==> config.mk <==
export PLATFORM = sky130hd
export DESIGN_NAME = hangman_judge
export DESIGN_NICKNAME = d
export VERILOG_FILES = /design/src/rtl/hangman_judge.sv
export SDC_FILE = /design/constraint.sdc
export NUM_CORES = 1
export LEC_CHECK = 0
export ABC_AREA = 1
export BUFFER_PORTS_ARGS = -buffer_cell sky130_fd_sc_hd__buf_2
export CORE_MARGIN = 2
export CORE_UTILIZATION = 58
export CTS_CLUSTER_SIZE = 40
export DETAILED_ROUTE_END_ITERATION = 12
export HOLD_SLACK_MARGIN = 0.03
export MAX_ROUTING_LAYER = met4
export PLACE_DENSITY = 0.8
export SYNTH_ARGS = -nofsm -noshare
export SYNTH_HDL_FRONTEND = slang
export SYNTH_SLANG_ARGS = --single-unit
export TNS_END_PERCENT = 1
==> constraint.sdc <==
create_clock -name clk -period 2.2 [get_ports clk]
set_input_delay 0.44 -clock clk [delete_from_list [all_inputs] [get_ports clk]]
set_output_delay 0.44 -clock clk [all_outputs]
set_load 0.01 [all_outputs]
==> src/rtl/hangman_judge.sv <==
// Round-play engine for the hangman game: holds the secret word, judges letter
// guesses, and drives start/win/lost toward the game status FSM.
module hangman_judge #(
    parameter int WORD_LEN  = 4,
    parameter int MAX_WRONG = 6
) (
    input  logic                    clk,
    input  logic                    resetn,
    input  logic [1:0]              current_state,
    input  logic                    load_word,
    input  logic [5*WORD_LEN-1:0]   word_in,
    input  logic                    start_req,
    input  logic                    guess_valid,
    input  logic [4:0]              guess_letter,
    output logic                    start_game,
    output logic                    win_game,
    output logic                    lost_game,
    output logic                    guess_ack,
    output logic [1:0]              guess_result,
    output logic [WORD_LEN-1:0]     revealed_mask,
    output logic [3:0]              wrong_count
);

    // phase    | meaning
    // PH_PLAY  | round in progress, guesses are judged
    // PH_WON   | every position revealed, guesses ignored
    // PH_LOST  | wrong-guess limit reached, guesses ignored
    typedef enum logic [1:0] {PH_PLAY, PH_WON, PH_LOST} phase_e;

    localparam logic [1:0] ST_START  = 2'd0;
    localparam logic [1:0] ST_INGAME = 2'd1;

    localparam logic [1:0] RES_MISS    = 2'd0;
    localparam logic [1:0] RES_HIT     = 2'd1;
    localparam logic [1:0] RES_REPEAT  = 2'd2;
    localparam logic [1:0] RES_INVALID = 2'd3;

    localparam logic [3:0] MAX_WRONG_C = 4'(MAX_WRONG);

    logic [5*WORD_LEN-1:0] word_q, word_d;
    logic                  word_ok_q, word_ok_d;
    logic                  start_req_q, start_req_d;
    logic                  start_game_q, start_game_d;
    logic [25:0]           used_q, used_d;
    logic [WORD_LEN-1:0]   mask_q, mask_d;
    logic [3:0]            wrong_q, wrong_d;
    phase_e                phase_q, phase_d;
    logic                  ack_q, ack_d;
    logic [1:0]            result_q, result_d;
    logic                  win_q, win_d;
    logic                  lost_q, lost_d;

    logic                  word_in_ok;
    logic                  letter_ok;
    logic [4:0]            letter_idx;
    logic [25:0]           letter_oh;
    logic [WORD_LEN-1:0]   match;
    logic                  in_start;
    logic                  in_game;

    assign in_start   = (current_state == ST_START);
    assign in_game    = (current_state == ST_INGAME);
    assign letter_ok  = (guess_letter != 5'd0) && (guess_letter <= 5'd26);
    assign letter_idx = guess_letter - 5'd1;
    assign letter_oh  = 26'd1 << letter_idx;

    always_comb begin
        word_in_ok = 1'b1;
        match      = '0;
        for (int i = 0; i < WORD_LEN; i++) begin
            if ((word_in[5*i +: 5] == 5'd0) || (word_in[5*i +: 5] > 5'd26))
                word_in_ok = 1'b0;
            match[i] = (word_q[5*i +: 5] == guess_letter);
        end
    end

    always_comb begin
        word_d       = word_q;
        word_ok_d    = word_ok_q;
        start_req_d  = start_req;
        start_game_d = 1'b0;
        used_d       = used_q;
        mask_d       = mask_q;
        wrong_d      = wrong_q;
        phase_d      = phase_q;
        ack_d        = 1'b0;
        result_d     = result_q;

        if (in_start && load_word) begin
            word_d    = word_in;
            word_ok_d = word_in_ok;
        end

        // word_ok_q is the pre-load value when a load and an edge coincide
        if (in_start && start_req && !start_req_q && word_ok_q)
            start_game_d = 1'b1;

        if (in_start) begin
            mask_d  = '0;
            wrong_d = 4'd0;
            used_d  = '0;
            phase_d = PH_PLAY;
        end else if (in_game && (phase_q == PH_PLAY) && guess_valid) begin
            ack_d = 1'b1;
            if (!letter_ok) begin
                result_d = RES_INVALID;
            end else if (|(used_q & letter_oh)) begin
                result_d = RES_REPEAT;
            end else if (|match) begin
                result_d = RES_HIT;
                mask_d   = mask_q | match;
                used_d   = used_q | letter_oh;
            end else begin
                result_d = RES_MISS;
                used_d   = used_q | letter_oh;
                if (wrong_q < MAX_WRONG_C)
                    wrong_d = wrong_q + 4'd1;
            end

            if (&mask_d)
                phase_d = PH_WON;
            else if (wrong_d >= MAX_WRONG_C)
                phase_d = PH_LOST;
        end

        // look at phase_d so the result flags rise together with the ack
        win_d  = (phase_d == PH_WON)  && in_game;
        lost_d = (phase_d == PH_LOST) && in_game;
    end

    always_ff @(posedge clk or negedge resetn) begin
        if (!resetn) begin
            word_q       <= '0;
            word_ok_q    <= 1'b0;
            start_req_q  <= 1'b0;
            start_game_q <= 1'b0;
            used_q       <= '0;
            mask_q       <= '0;
            wrong_q      <= 4'd0;
            phase_q      <= PH_PLAY;
            ack_q        <= 1'b0;
            result_q     <= 2'd0;
            win_q        <= 1'b0;
            lost_q       <= 1'b0;
        end else begin
            word_q       <= word_d;
            word_ok_q    <= word_ok_d;
            start_req_q  <= start_req_d;
            start_game_q <= start_game_d;
            used_q       <= used_d;
            mask_q       <= mask_d;
            wrong_q      <= wrong_d;
            phase_q      <= phase_d;
            ack_q        <= ack_d;
            result_q     <= result_d;
            win_q        <= win_d;
            lost_q       <= lost_d;
        end
    end

    assign start_game    = start_game_q;
    assign win_game      = win_q;
    assign lost_game     = lost_q;
    assign guess_ack     = ack_q;
    assign guess_result  = result_q;
    assign revealed_mask = mask_q;
    assign wrong_count   = wrong_q;

endmodule

==> Yosys cells after proc, flatten, opt, wreduce, memory -nomap -nowiden <==
Index checks and enable logic that the tools add are counted.
{ "classes": {"mul": 0, "muxes": 33, "div_mod_pow": 0, "addsub": 2, "n_bitwise": 4, "magnitude_cmp": 7, "n_shift": 1, "reduce_logical": 28, "eq_ne": 8} }
{ "ops": {"columns": ["op", "count"], "rows": [
  ["$mux 26", 4],
  ["$mux 4", 15],
  ["$and 26x26->26", 1],
  ["$or 26x26->26", 1],
  ["$reduce_or 26->1", 1],
  ["$shl 1x5->26 const A", 1],
  ["$eq 5x5->1", 4],
  ["$gt 5x5->1 const B", 4],
  ["$logic_not 5->1", 4],
  ["$mux 2", 6],
  ["$logic_and 1x1->1", 9],
  ["$mux 1", 8],
  ["$le 5x5->1 const B", 1],
  ["$reduce_bool 5->1", 1],
  ["$sub 5x1->5 const B", 1],
  ["$add 4x1->4 const B", 1],
  ["$eq 2x1->1 const B", 2],
  ["$ge 4x3->1 const B", 1],
  ["$logic_not 2->1", 2],
  ["$logic_or 1x1->1", 4],
  ["$lt 4x3->1 const B", 1],
  ["$or 4x4->4", 1],
  ["$reduce_and 4->1", 1],
  ["$reduce_bool 2->1", 2],
  ["other kinds (7)", 7]
]} }
{ "word_totals": {"output_inout_bits": 14, "memories": 0, "inputBits": 32, "latchBits": 0, "register_bits": 64, "mem_bits_ro": 0, "mem_bits_rw": 0, "wordCells": 95} }

==> Depth between registers and ports, before layout <==
Gate-level depths: netlist of the first run.
{ "depth": {"ltp_word": 15, "mapped_depth": 20, "ltp_nobuf": 19} }

==> Worst setup path before layout of the first run <==
Ideal clock, no wire load.
{ "synth_timing": {"kind": "input -> register", "start": "input port guess_letter[2]", "end": "register used_q[10]", "required_ps": 2068, "setup_time_ps": 132, "arrival_time_ps": 2324, "stages": 17, "path_slack_ps": -255, "path_buffers": 2, "cell_sequence": "buf_6 -> inv_1 -> ha_1 -> inv_1 -> nor2_1 -> nand2_1 -> nor2_1 -> nand2_1 -> nand3_1 -> nor2_1 -> nand2_2 -> nor2_4 -> nand2_4 -> nor2_8 -> buf_12 -> a21oi_1 -> nor2_1"} }
{ "synth_between": {"elab_chain_cells": 7, "word_cells_on_any_way": 15, "cone_classes": "add/sub (1); order compare (1); eq/ne (1); shift (1); mux (4); bitwise (2); reduce/logical (5)"} }
{ "synth_lines": {"columns": ["element", "line_no", "source"], "rows": [
  ["from (decl)", "14", "input logic [4:0] guess_letter,"],
  ["branches (longest 7 deep; another with $sub 5x1->5)", null, null],
  ["to (signal assigned)", "150", "used_q <= used_d;"],
  ["to (decl)", "44", "logic [25:0] used_q, used_d;"]
]} }
Parallel ways; which one is timed is not known. The select of a mux whose other input is x is not followed.
A chain may end at the register's enable or synchronous reset.

==> Worst setup path after layout of the first run <==
{ "layout_timing": {"start": "input port guess_letter[1]", "end": "register win_q (netlist: win_game)"} }
{ "layout_between": {"elab_chain_cells": 15, "word_cells_on_any_way": 31, "cone_classes": "add/sub (1); order compare (2); eq/ne (5); shift (1); mux (14); bitwise (2); reduce/logical (6)"} }
{ "layout_lines": {"columns": ["element", "line_no", "source"], "rows": [
  ["$sub 5x1->5", "64", "assign letter_idx = guess_letter - 5'd1;"],
  ["$shl 1x5->26", "65", "assign letter_oh = 26'd1 << letter_idx;"],
  ["$and 26x26->26", "107", "end else if (|(used_q & letter_oh)) begin"],
  ["$reduce_or 26->1", "107", null],
  ["$mux 4", "107", null],
  ["$mux 4", "105", "if (!letter_ok) begin"],
  ["$mux 4", "103", "end else if (in_game && (phase_q == PH_PLAY) && guess_valid) begin"],
  ["$mux 4", "98", "if (in_start) begin"],
  ["$ge 4x3->1", "122", "else if (wrong_d >= MAX_WRONG_C)"],
  ["$mux 2", "122", null],
  ["$mux 2 *", "120", "if (&mask_d)"],
  ["$mux 2 *", "103", null],
  ["$mux 2 *", "98", null],
  ["$eq 2x1->1 *", "127", "win_d = (phase_d == PH_WON) && in_game;"],
  ["$logic_and 1x1->1 *", "127", null],
  ["net win_d", "50", "logic win_q, win_d;"],
  ["to (signal assigned)", "156", "win_q <= win_d;"],
  ["to (decl)", "50", null]
]} }
The timed path passes the listed nets; every way through them passes the cells marked *. The select of a mux whose other input is x is not followed.

==> summary.md, run 1 <==
| Metric | Value |
|---|---|
| Clock sink count | 64 |
| Synthesis warning total | 0 |
| DR pass1 iterations | 6 |
| Final Cycle Share | 1.16 |
| Drt wl/cell | 20.0 µm |
| Worst Path Arrival | 2.83 ns |
| Antenna cells | 0 |
| Seq cells post-synth | 64 |
| RePlAce Congestion | 0.985 |
| Worst-path clk slew | 0.07 ns |
| Most common cell after layout, fill and taps aside | nand2_1 |
| Worst-path maximum fanout | 6 |
| Pint | 2330 µW |
| Clock share of power | 0.371 |
| Root Driver | clkbuf_8 |
| CP Launch Type | input port |
| Synthesized Nets | 507 |
| HP Class | in2reg |
| Setup violators final | 35 |
| Worst Setup SP | guess_letter[1] |
| Logic pwr share | 0.223 |
| Net switching fraction of the power | 0.294 |
| Post-route ant nets | 0 |
| Die ar. | 6970 µm² |
| Syn Inst Count | 472 |
| Avg Inst Size Synth | 7.76 µm² |
| Gr ovfl total | 0 |
| Final Power | 3300 µW |
| Pleak | 0.00254 µW |
| P_sw | 971 µW |
| Sequential share of the synthesized area | 0.437 |
| IO Port Bufs | 45 |
| Post-route minimum period | 2.55 ns |
| DRT iter0 DRCs | 624 |
| Clock buffer depth | 2 |
| Initial core utilization | 0.608 |
| Netlist cell types | 38 |
| Status | finished, violations left |
| Reg2reg start | word_q[16] |
| Synth area leaders | dfrtp_1, nand2_1, nor2_1 |
| Top Ports | 46 |
| Vias per cell | 6.39 |
| PwrDens | 648 nW/µm² |
| Clk_skew | 0.0122 ns |
| FF+latch area | 1600 µm² |
| Synth area leader | dfrtp_1 |
| Hold Path Origin | start_req |
| RSZ-0062 raised after global routing | true |
| Register share of total power | 0.407 |
| Top cell type's share of synthesized area | 0.437 |
| IR drop worst, VDD | 0.583 mV |
| CORE AREA | 6030 µm² |
| Final worst slack | -0.345 ns |
| Vias | 4319 |
| Area of the multi-input gates | 2020 µm² |
| Worst slew pin tran | 0.554 ns |
| Area growth, synth to finish | 39.0% |
| Maximum number of pins on one net before global-route repair | 32 |
| Setup crit end kind | register |
| Post-synth ARST share | 1.00 |
| Post-synth top flop | dfrtp_1 |
| Pins Over Slew Limit | 0 |
| Die Width | 83.5 µm |
| Critical path class | in2reg |
| Post-synth EDFFs | 0 |
| Routed WL | 13.5 mm |
| Drc violations | 0 |
| Cell row count | 28 |
| Total CTS buffers | 9 |
| Post-Route Utilization | 0.845 |
| Failing checks | negative setup slack |
| Vias in the first global route | 3642 |
| Max Cap Viol | 0 |
| Mapped cell area | 3660 µm² |
| H-tree depth | 3 |
| Commonest cells after routing, fill and taps aside | nand2_1, buf_4, dfrtp_1 |
| Initial antenna violation count | 0 |
| Overall Global Routing Usage | 0.316 |
| Max Clock Freq | 393 MHz |
| HPWL Detailed | 7.23 mm |
| First-pass GRT wire length | 17.4 mm |
| Layout cells sized above 1 | 0.389 |
| Skew-Pair Late Insertion Delay | 0.36 ns |
| Worst Path Required | 2.49 ns |
| Die Ht | 83.5 µm |
| Final hold viol count | 0 |
| # fillers | 330 |
| Rel. slew slack | 0.621 |
| CTS tree | built |
| Nets | 631 |
[cell type report]
class	instances	share of cell area
clock buffer	10	0.0251
sequential	64	0.314
tap	75	0.0184
timing repair buffer	126	0.180
multi-input combinational	337	0.396
clock inverter	6	0.0211
inverter	58	0.0445
[final timing paths]
check | depth (start not counted) | endpoint | slack [ns]
setup / recovery | 18 | win_game | -0.35
hold / removal | 1 | start_req_q | 0.21
setup reg to reg | 11 | lost_game | 0.01
hold reg to reg | 1 | start_game | 0.50
max in group asynchronous | 3 | wrong_count[2] | 1.07
min in group asynchronous | 2 | guess_result[0] | 0.54
[synthesized netlist by cell type (5+ instances only)]
cell type	n
xnor2_1	16
a31oi_1	6
nand3_1	23
dfrtp_1	64
nand2_2	5
inv_1	54
nor3_1	6
a21oi_1	29
nor2_1	66
nand2_1	95
o21ai_0	19
clkbuf_1	7
a21oi_2	5
nand4_1	30
[power by group through the flow]
stage / clock [µW] / combinational, µW / sequential (µW)
floorplan: 0 / 344 / 1350
finish: 1220 / 735 / 1340
CTS: 1220 / 616 / 1340
global placement: 0 / 555 / 1350
detailed placement: 0 / 575 / 1360
global route: 1280 / 787 / 1350
[logic make-up (layout without fill, tap and decap cells)]
logic type / count (synthesis) / count (layout) / share of synthesized area
compound gates: 66 / 66 / 0.103
xor+xnor: 16 / 16 / 0.0383
fa+ha+maj: 3 / 3 / 0.0102
buf+inv: 74 / 200 / 0.0905
flops: 64 / 64 / 0.437
simple gates: 249 / 252 / 0.321
[through the flow]
step	std cells	setup TNS, ns	hold slack [ns]	area (µm²)	setup WS (ns)
finish	676	-5.80	0.209	5090	-0.345
global route	676	-8.59	0.207	5090	-0.388
CTS	661	0	0.201	4750	0.00429
detailed placement	638	-15.12	0.381	4390	-0.500
global placement	638	-12.28	0.373	4390	-0.415
floorplan	472	-0.311	0.144	3700	-0.0893
[timing repair]
item | CTS | global route
hold buffers | 1 | 0
buffers inserted | 6 | 12
setup endpoints to repair | 33 | 34
endpoints found under the hold margin | 14 | 0
pin swaps | 9 | 47
resized for setup | 16 | 68
gates cloned | 0 | 3
[layer usage]
| metal | up-vias | global-route usage | wire length [µm] |
|---|---|---|---|
| met2 | 402 | 0.495 | 5990 |
| met1 | 1965 | 0.416 | 4900 |
| met5 | - | - | 0 |
| met4 | 0 | 0.114 | 1150 |
| li1 | 1802 | - | - |
| met3 | 150 | 0.0593 | 1500 |
[critical path, stage by stage]
cell and delay [ns]:
buf_6 0.10, nor2_4 0.14, ha_4 0.23, inv_4 0.07, buf_4 0.14, nand4_1 0.16
nor2_2 0.08, nand2_1 0.07, nand2_2 0.10, nor2_4 0.16, nand2_2 0.10, nor2_4 0.13
nand4_1 0.14, nand2_1 0.17, nand3_4 0.11, o21bai_1 0.21, nand2_1 0.13, nor2_1 0.13
[flip-flops by register name, summed over array words and instances (netlist names)]
| signal | cells |
|---|---|
| start_game | 1 |
| lost_game | 1 |
| win_game | 1 |
| used_q | 26 |
| word_ok_q | 1 |
| revealed_mask | 4 |
| wrong_count | 4 |
| word_q | 20 |
| guess_result | 2 |
| phase_q | 2 |
| start_req_q | 1 |
| guess_ack | 1 |
(Power assumes the default switching activity.)
==> run 2: changes to the inputs <==
--- a/config.mk
+++ b/config.mk
@@ -14,6 +14,7 @@
 export HOLD_SLACK_MARGIN = 0.03
 export MAX_ROUTING_LAYER = met4
 export PLACE_DENSITY = 0.8
+export SLEW_MARGIN = 20
 export SYNTH_ARGS = -nofsm -noshare
 export SYNTH_HDL_FRONTEND = slang
 export SYNTH_SLANG_ARGS = --single-unit
==> constraint.sdc (replaced) <==
create_clock -name clk -period 2.9 [get_ports clk]
set_input_delay 0.58 -clock clk [delete_from_list [all_inputs] [get_ports clk]]
set_output_delay 0.58 -clock clk [all_outputs]
set_load 0.01 [all_outputs]
==> run 2 against run 1 <==
Against the previous run:
- the flow now finishes without violations
- critical path depth unchanged
- worst hold slack improved by 0.027 ns
- largest power group unchanged
- final cell count down 11%
- power fell by 30%
- clock power fell by 25%
- highest routed layer unchanged
- sequential share of layout area up 6.6 points
- clock skew is 0.0066 ns lower
- combinational power shrank 49%
- global-route usage down 5.4 points
- register-to-register slack gained 0.87 ns
- first-iteration DRC count fell by 62%
- final area down 17%
==> summary.md, run 2 (synthesis results as in run 1) <==
| Metric | Value |
|---|---|
| Status | complete, no violations |
| # fillers | 477 (+45%) |
| Crit path top cell by count | nor2_1 |
| Largest registers | used_q: 26 flops, word_q: 20 flops |
| Drc violations | 0 (unchanged) |
| Final hold viol count | 0 (unchanged) |
| HPWL Detailed | 6.08 mm (-16%) |
| Post-route minimum period | 2.66 ns |
| Nets | 559 (-11%) |
| Initial core utilization | 0.608 (unchanged) |
| R2R setup slack | 0.88 ns (+0.87 ns) |
| Met2 Use GR | 0.397 (-0.0982) |
| Flip-flop count of the largest register after layout | 26 (unchanged) |
| Met1 usage | 0.349 (-0.0672) |
| Largest stage delay on the critical path | 0.42 ns (+0.19 ns) |
| Reg2reg start | word_q[11] |
| PwrDens | 547 nW/µm² (-16%) |
| R2r endpoint | lost_game |
| Clock sink count | 64 (unchanged) |
| Worst Path Required | 3.14 ns (+0.65 ns) |
| # hold bufs at CTS | 0 (-1) |
| Post-Place Cells | 588 (-7.8%) |
| Grt met3 use | 0.0435 (-0.0158) |
| Top Ports | 46 (unchanged) |
| Layout cells sized above 1 | 0.193 (-0.197) |
| Worst Setup SP | guess_letter[0] |
| Max Cap Viol | 0 (unchanged) |
| DRT iter0 DRCs | 236 (-62%) |
| Final Power | 2300 µW (-30%) |
| Global route hottest layer | met2 |
| Die Ht | 83.5 µm (unchanged) |
| Finished layout cell area | 4210 µm² (-17%) |
| CTS tree | built |
| Worst Path Arrival | 2.90 ns (+0.07 ns) |
| Gr ovfl total | 0 (unchanged) |
| Pins Over Slew Limit | 0 (unchanged) |
| Area growth, synth to finish | 14.9% |
| Worst slew pin tran | 0.908 ns (+0.354 ns) |
| Post-route ant nets | 0 (unchanged) |
| Final Non-Filler Cells | 604 (-11%) |
| Top reg by flops | used_q |
| IO Port Bufs | 45 (unchanged) |
| Worst-path clk slew | 0.07 ns (about the same) |
| Slowest CP cell | nor2_1 |
| Skew-Pair Late Insertion Delay | 0.35 ns (about the same) |
| Setup crit end kind | register |
| Rel. slew slack | 0.393 (-0.228) |
| Drt wl/cell | 13.9 µm (-31%) |
| CORE AREA | 6030 µm² (unchanged) |
| RePlAce Congestion | 0.970 (-1.6%) |
| Total CTS buffers | 9 (unchanged) |
| Setup TNS Final | 0 ns (+5.80 ns) |
| Worst path depth | 18 (unchanged) |
| Post-Route Utilization | 0.699 (-0.147) |
| Vias in the first global route | 3083 (-15%) |
| Root Driver | clkbuf_8 |
| Pleak | 0.00215 µW (-15%) |
| DP Area | 3970 µm² (-9.5%) |
| Die Width | 83.5 µm (unchanged) |
| Worst Setup EP | win_game |
| Clk_skew | 0.00559 ns (-0.00656 ns) |
| CP Launch Type | input port |
| Maximum number of pins on one net before global-route repair | 65 (+100%) |
| Overall Global Routing Usage | 0.262 (-0.0541) |
| Top cell family by delay on the critical path | simple AND/OR/NAND/NOR gates |
| Vias per cell | 5.51 (-14%) |
| Total setup buffers inserted after CTS | 0 (-6) |
| RSZ-0062 raised after global routing | false |
| Commonest cells after routing, fill and taps aside | nand2_1, nor2_1, dfrtp_1 |
| Worst-path maximum fanout | 8 (+2) |
| Clock buffer depth | 2 (unchanged) |
| Most common cell after layout, fill and taps aside | nand2_1 |
| Cell row count | 28 (unchanged) |
| DR pass1 iterations | 5 (-1) |
| Final Cycle Share | 0.917 |
| Crit-path cells | buf_2 > nor2_4 > ha_1 > inv_1 > nor2_1 > nand2_1 > nor2_1 > nand2_1 > nand2_1 > nor2_1 > nand2_1 > nor2_2 > nand4_1 > nor2_1 > nor2_1 > nand3_1 > a21oi_1 > nor2_1 |
| CP bufs+invs | 2 (-1) |
| HP Class | in2async |
| Setup violators final | 0 (-100%) |
| Worst Reg-to-Reg Cells | 11 (unchanged) |
| Die ar. | 6970 µm² (unchanged) |
| Critical path class | in2reg |
| Max Clock Freq | 376 MHz |
| Antenna cells | 0 (unchanged) |
| Post_cts resized | 0 (-16) |
| Initial antenna violation count | 0 (unchanged) |
| H-tree depth | 3 (unchanged) |
| Routed WL | 8.41 mm (-38%) |
| Vias | 3330 (-23%) |
| First-pass GRT wire length | 14.3 mm (-18%) |
| IR drop worst, VDD | 0.345 mV (-41%) |
-- run 2: how the worst min path moves through the flow --
stage | startpoint | end | slack, ns
detailed placement | start_req_q | start_game | 0.40
global placement | start_req_q | start_game | 0.39
floorplan | resetn | guess_ack | 0.28
global route | resetn | word_q[0] | 0.26
finish | resetn | used_q[4] | 0.24
CTS | resetn | used_q[4] | 0.24
-- run 2: per-stage QoR --
stage	setup WS (ns)	hold WS, ns
after CTS	0.325	0.241
after detailed placement	0.00248	0.396
after floorplan	0.305	0.284
after global routing	0.0296	0.259
final	0.242	0.236
after global placement	0.0822	0.392
-- run 2: per-layer routing --
layer	vias to the layer above	wire, µm
li1	1646	-
met1	1559	3800
met2	111	3980
met3	14	475
met4	0	151
met5	-	0
-- run 2: area by class of cell --
type | instances | area [µm²] | share of cell area
multi-input combinational | 334 | 1730 | 0.412
sequential | 64 | 1600 | 0.381
timing repair buffer | 57 | 328 | 0.0779
inverter | 58 | 218 | 0.0517
clock buffer | 10 | 128 | 0.0303
clock inverter | 6 | 108 | 0.0256
tap | 75 | 93.8 | 0.0223
-- run 2: where the power goes --
group | switching (µW) | leakage, µW | internal [µW]
clock network | 346 | 0.000116 | 568
registers | 51.1 | 0.000852 | 963
logic | 229 | 0.00118 | 147
